<file path="src/rtl/din_debounce.sv">
// Two-flop (or deeper) synchroniser followed by a STABLE/CHECK debounce FSM.
// Optional rejected-glitch counter enabled by defining DEBOUNCE_GLITCH_CNT_EN.
module din_debounce #(
    parameter int   SYNC_STAGES  = 2,
    parameter int   DEBOUNCE_CYC = 16,
    parameter logic RST_VAL      = 1'b0,
    parameter int   GLITCH_W     = 8
) (
    input  logic                clk,
    input  logic                rst,
    input  logic                din,
    output logic                dout,
    output logic                dout_chg,
    output logic                busy
`ifdef DEBOUNCE_GLITCH_CNT_EN
    ,
    output logic [GLITCH_W-1:0] glitch_cnt
`endif
);

    localparam int CNT_W = $clog2(DEBOUNCE_CYC + 1);
    localparam logic [CNT_W-1:0] CNT_LAST = CNT_W'(DEBOUNCE_CYC - 1);

    localparam logic [0:0] ST_STABLE = 1'b0;
    localparam logic [0:0] ST_CHECK  = 1'b1;

    logic [SYNC_STAGES-1:0] r_sync;
    logic                   w_sync_out;
    logic [0:0]             r_state;
    logic [CNT_W-1:0]       r_cnt;
    logic                   r_dout;
    logic                   r_dout_chg;

    assign w_sync_out = r_sync[SYNC_STAGES-1];

    always_ff @(posedge clk) begin
        if (rst) begin
            r_sync <= {SYNC_STAGES{RST_VAL}};
        end else begin
            r_sync <= {r_sync[SYNC_STAGES-2:0], din};
        end
    end

    always_ff @(posedge clk) begin
        if (rst) begin
            r_state    <= ST_STABLE;
            r_cnt      <= '0;
            r_dout     <= RST_VAL;
            r_dout_chg <= 1'b0;
        end else begin
            r_dout_chg <= 1'b0;
            case (r_state)
                ST_STABLE: begin
                    r_cnt <= '0;
                    if (w_sync_out != r_dout) begin
                        if (DEBOUNCE_CYC == 1) begin
                            // Single-cycle debounce: hold off one cycle after a flip so pulses never abut.
                            if (!r_dout_chg) begin
                                r_dout     <= w_sync_out;
                                r_dout_chg <= 1'b1;
                            end
                        end else begin
                            r_state <= ST_CHECK;
                            r_cnt   <= CNT_W'(1);
                        end
                    end
                end
                ST_CHECK: begin
                    if (w_sync_out != r_dout) begin
                        if (r_cnt >= CNT_LAST) begin
                            r_dout     <= w_sync_out;
                            r_dout_chg <= 1'b1;
                            r_cnt      <= '0;
                            r_state    <= ST_STABLE;
                        end else begin
                            r_cnt <= r_cnt + CNT_W'(1);
                        end
                    end else begin
                        r_cnt   <= '0;
                        r_state <= ST_STABLE;
                    end
                end
                default: begin
                    r_cnt   <= '0;
                    r_state <= ST_STABLE;
                end
            endcase
        end
    end

    assign dout     = r_dout;
    assign dout_chg = r_dout_chg;
    assign busy     = (r_state == ST_CHECK);

`ifdef DEBOUNCE_GLITCH_CNT_EN
    logic                w_glitch;
    logic [GLITCH_W-1:0] r_glitch_cnt;

    // A glitch is a CHECK that ends because the input fell back to the current level.
    assign w_glitch = (r_state == ST_CHECK) && (w_sync_out == r_dout);

    always_ff @(posedge clk) begin
        if (rst) begin
            r_glitch_cnt <= '0;
        end else if (w_glitch && !(&r_glitch_cnt)) begin
            r_glitch_cnt <= r_glitch_cnt + GLITCH_W'(1);
        end
    end

    assign glitch_cnt = r_glitch_cnt;
`endif

endmodule

</file>
<file path="config.mk">
export PLATFORM = sky130hd
export DESIGN_NAME = din_debounce
export DESIGN_NICKNAME = d
export VERILOG_FILES = /design/src/rtl/din_debounce.sv
export SDC_FILE = /design/constraint.sdc
export NUM_CORES = 1
export LEC_CHECK = 0
export ABC_AREA = 1
export CAP_MARGIN = 20
export CORE_AREA = 5 5 42 44
export CTS_CLUSTER_DIAMETER = 80
export DETAILED_ROUTE_END_ITERATION = 10
export DIE_AREA = 0 0 47 49
export PLACE_DENSITY_LB_ADDON = 0.08
export REMOVE_ABC_BUFFERS = 1
export SYNTH_ARGS = -nofsm -noshare
export SYNTH_HDL_FRONTEND = slang
export SYNTH_SLANG_ARGS = --single-unit
</file>
<file path="constraint.sdc">
create_clock -name clk -period 1.5 [get_ports clk]
set_input_delay 0.3 -clock clk [delete_from_list [all_inputs] [get_ports clk]]
set_output_delay 0.3 -clock clk [all_outputs]
set_load 0.1 [all_outputs]
</file>
# Word level (Yosys, flattened, before mapping)
# Index checks and enable logic that the tools add are counted.
[word_totals]
in_bits = 3
out_inout_bits = 3
register_bits = 10
word_cells = 21
[op_classes]
n_reduce_logical = 2
n_eq_ne = 1
muxes = 9
order_cmp = 1
n_addsub = 1
bitwise_logic = 2
[ops]
columns = ["cell", "n"]
rows = [
  ["$mux 5", 2],
  ["$pmux 5 s2", 1],
  ["$add 5x1->5 const B", 1],
  ["$ge 5x4->1 const B", 1],
  ["$mux 1", 5],
  ["$reduce_and 3->1", 1],
  ["$reduce_or 3->1", 1],
  ["$not 1->1", 2],
  ["$pmux 1 s2", 1],
  ["$ne 1x1->1", 1],
]

# Depth between registers and ports, before layout
[depth]
word_depth = 4
ltp_mapped = 10
ltp_nobuf = 10

# Worst setup path before layout
# Ideal clock, no wire load.
[synth_path]
kind = "register to register"
startpoint = "register r_dout (netlist: dout)"
endpoint = "register r_cnt[2]"
setup_time_ns = 0.116
arrival_ns = 1.384
stages_incl_launch_ff = 6
setup_slack_ns = 0.000
required_ns = 1.384
synth_period_minus_slack_ns = 1.500
path_buffers = 0
cell_sequence = "dfxtp_1 > a21oi_2 > o21ai_2 > nor2_2 > nand2_2 > nor2_1"
[synth_via]
elab_chain_cells = 3
[synth_rtl]
columns = ["element", "line", "text"]
rows = [
  ["start, declared", "31", "logic r_dout;"],
  ["start signal, assigned", "59", "r_dout <= w_sync_out;"],
  ["start signal, assigned", "71", "r_dout <= w_sync_out;"],
  ["$ne 1x1->1", "69", "if (w_sync_out != r_dout) begin"],
  ["$mux 5", "69", ""],
  ["$pmux 5 s2", "52", "case (r_state)"],
  ["end signal, assigned", "76", "r_cnt <= r_cnt + CNT_W'(1);"],
  ["end, declared", "30", "logic [CNT_W-1:0] r_cnt;"],
]
# Every way passes these cells.
# A chain may end at the register's enable or synchronous reset.

# Worst setup path in the final report
[layout_path]
startpoint = "register r_cnt[1]"
endpoint = "register r_dout (netlist: dout)"
[layout_via]
elab_chain_cells = 2
[layout_rtl]
columns = ["element", "line", "text"]
rows = [
  ["$ge 5x4->1", "70", "if (r_cnt >= CNT_LAST) begin"],
  ["$reduce_and 3->1 (no line)", "n/a", ""],
]
# Every way passes these cells.

==> flow_summary.ini <==
[status]
status = finished clean

[synthesis]
async_flop_share_pct = 0
yosysTopAreaCellShare_pct = 49.2
ys_types = 13
ys_seq_area_share_pct = 49.2
synth_most_common_cell = nor2_1
synth.top_cells.by_count = nor2_1, dfxtp_1, inv_1
syn_inst = 50
synth-seq-cells = 10
yosys.area.top_type = dfxtp_1
synthTopCellsByArea = dfxtp_1, nor2_1, inv_1
synthFlopType = dfxtp_1
synth.cell_area_sq_um = 407
syn_area_per_cell_sq_um = 8.13
synth-edff-count = 0
synth.yosys.warnings = 0

[drt]
vias_per_cell = 4.26
drtIter0Drc = 1
dr_total_vias = 324
finalWirelength_microns = 607
drc = 0
antenna_left = 0
drtPass1Iterations = 2
avgRoutedWirePerCell_microns = 7.99

[setup_path]
startpoint_type = flop
cp_top_family = simple AND/OR/NAND/NOR gates
r2r_slack_ns = 0.24
crit_arrival_ns = 1.43
endpoint_kind = flop
timing.rr.start = r_cnt[1]
slowest_stage = dfxtp_2
cp_max_fo = 3
path_buf_inv = 0
required_ns = 1.67
crit_top_cell = nand2_1
ff2ff_path_depth = 10
reg2reg_to = dout
critPathKind = flop to flop
path_cells = ha_2, nand2_1, nor2_1, ha_1, nor2_2, nand2_2, nand2_2, nand2_1, nand2_1, nor2_1
cpPeakStageDelay_ns = 0.33

[finish]
instances_no_fill = 76
syn2layout_area_growth_pct = 36.3
fill_cells = 157
multi_input_area_sq_um = 171
final_util_pct = 39.6
ff_latch_area_sq_um = 201
final_layout_size_suffix_gt1_share_pct = 30.0
fin_nets = 66
diodes = 0

[clock_tree]
tritoncts = done
cts_buffer_depth = 2
holdBufCountCts = 0
clock_latency_ns = 0.26
cts_buffers = 3
clock_sinks = 10
cts_root_buffer = clkbuf_4
htree_levels = 1
postCtsSetupRepairBufs = 0
cts_resized = 0
clkSlewWorstSetupHoldPaths_ns = 0.07

[min_path]
hold_path_end = r_sync[1]
hold_path_depth = 2
min_from = r_sync[0]
min_path_type = flop to flop

[run]
drv_cap = 0

[power_and_ir_drop]
ir_drop_v = 0.000688
p_leak_nw = 0.234
p_per_area_nw_per_um2 = 966
finalPower_mw = 0.535

[timing]
drv_slew = 0
finalSetupViolations = 0
worst_pin_slew_ns = 0.239
max_freq_mhz = 793
rsz0062_at_grt = no
fin_tns_setup_ns = 0
max_slew_margin_pct = 84.1
finalCritPeriodShare_pct = 84.1
fin_crit_ns = 1.26
skew_ns = 0.00322
hold_viol = 0
holdWs_ns = 0.409

[die]
die_area_sq_um = 2300
dieWidth_microns = 47
ios = 6
row_count = 14
core-area_sq_um = 1400
fp.dieH_microns = 49
start_util_pct = 29.0

[placed_design]
placed_cells = 72
io_buffer_count = 5
routabilityCongestion = 0.641
hpwlAfterDp_microns = 494

[global_route]
grt_usage_pct = 7.76
grt_pass1_wl_microns = 1240
grt_pass1_vias = 321
antenna_found_initial = 0
grt_max_degree = 7
grt_overflow = 0
[worst max-delay path by stage]
stage,start,endpoint,cells after the start
after floorplan,dout,r_cnt[2],5
after global placement,rst,r_cnt[4],6
after detailed placement,rst,r_cnt[4],6
after CTS,r_cnt[1],dout,10
after global routing,r_cnt[1],dout,10
final,r_cnt[1],dout,10
[report_power, final]
part	switching (mW)	leakage (nW)	internal (mW)
Clock	0.0924	0.0210	0.147
Combinational	0.0122	0.132	0.0110
Sequential	0.00303	0.0816	0.269
[final cells by class]
class	instances	area share [%]
Multi-Input combinational cell	30	30.9
Timing Repair Buffer	6	15.8
Tap cell	16	3.61
Clock buffer	4	6.55
Sequential cell	10	36.3
Inverter	10	6.77
[flip-flops by register name, indices dropped and copies added (netlist names)]
| signal | cells |
|---|---|
| dout | 1 |
| r_sync | 2 |
| r_cnt | 5 |
| dout_chg | 1 |
| busy | 1 |
[cell usage in the layout (no fill, tap or decap)]
cell | synthesis | routed
clkdlybuf4s50_1 | 0 | 2
a21oi_1 | 1 | 1
nor2_2 | 2 | 2
buf_4 | 0 | 1
nor2_1 | 13 | 13
nand3_1 | 1 | 1
nand4_2 | 1 | 1
clkbuf_8 | 0 | 1
nand2_2 | 3 | 3
dfxtp_2 | 0 | 1
dfxtp_1 | 10 | 9
nand2_1 | 4 | 4
ha_2 | 0 | 1
xnor2_1 | 1 | 1
ha_1 | 2 | 1
o21ai_2 | 1 | 1
buf_12 | 0 | 3
a21oi_2 | 1 | 1
clkbuf_4 | 0 | 3
inv_1 | 10 | 10
[metrics by stage]
stage                     setup slack (ns)  area, sq um
after global routing                0.0187          554
after detailed placement             0.156          514
after floorplan                   0.000113          407
final                                0.239          554
after global placement               0.156          514
after CTS                            0.165          551
[logic make-up (layout without fill, tap and decap cells)]
| family | after synthesis | after routing | share of synthesized area [%] |
|---|---|---|---|
| AOI/OAI and AO/OA | 3 | 3 | 5.54 |
| xor gates and xnor gates | 1 | 1 | 2.15 |
| adders and majority gates | 2 | 2 | 6.15 |
| buffers and inverters | 10 | 20 | 9.23 |
| DFF | 10 | 10 | 49.2 |
| and+or+nand+nor | 24 | 24 | 27.7 |
[tightest hold or removal path, cell delays in order (launching register included)]
cell	delay, ns
dfxtp_1	0.30
inv_1	0.04
nor2_1	0.03
[routing by layer]
layer | vias to the layer above | global-route usage [%] | wire length, microns
li1 | 170 | - | -
met4 | 0 | 8.29 | 35
met3 | 5 | 2.21 | 31
met2 | 7 | 9.28 | 274
met1 | 142 | 9.96 | 265
met5 | - | 0 | 0
No activity file was read; power rests on OpenSTA's default activity.
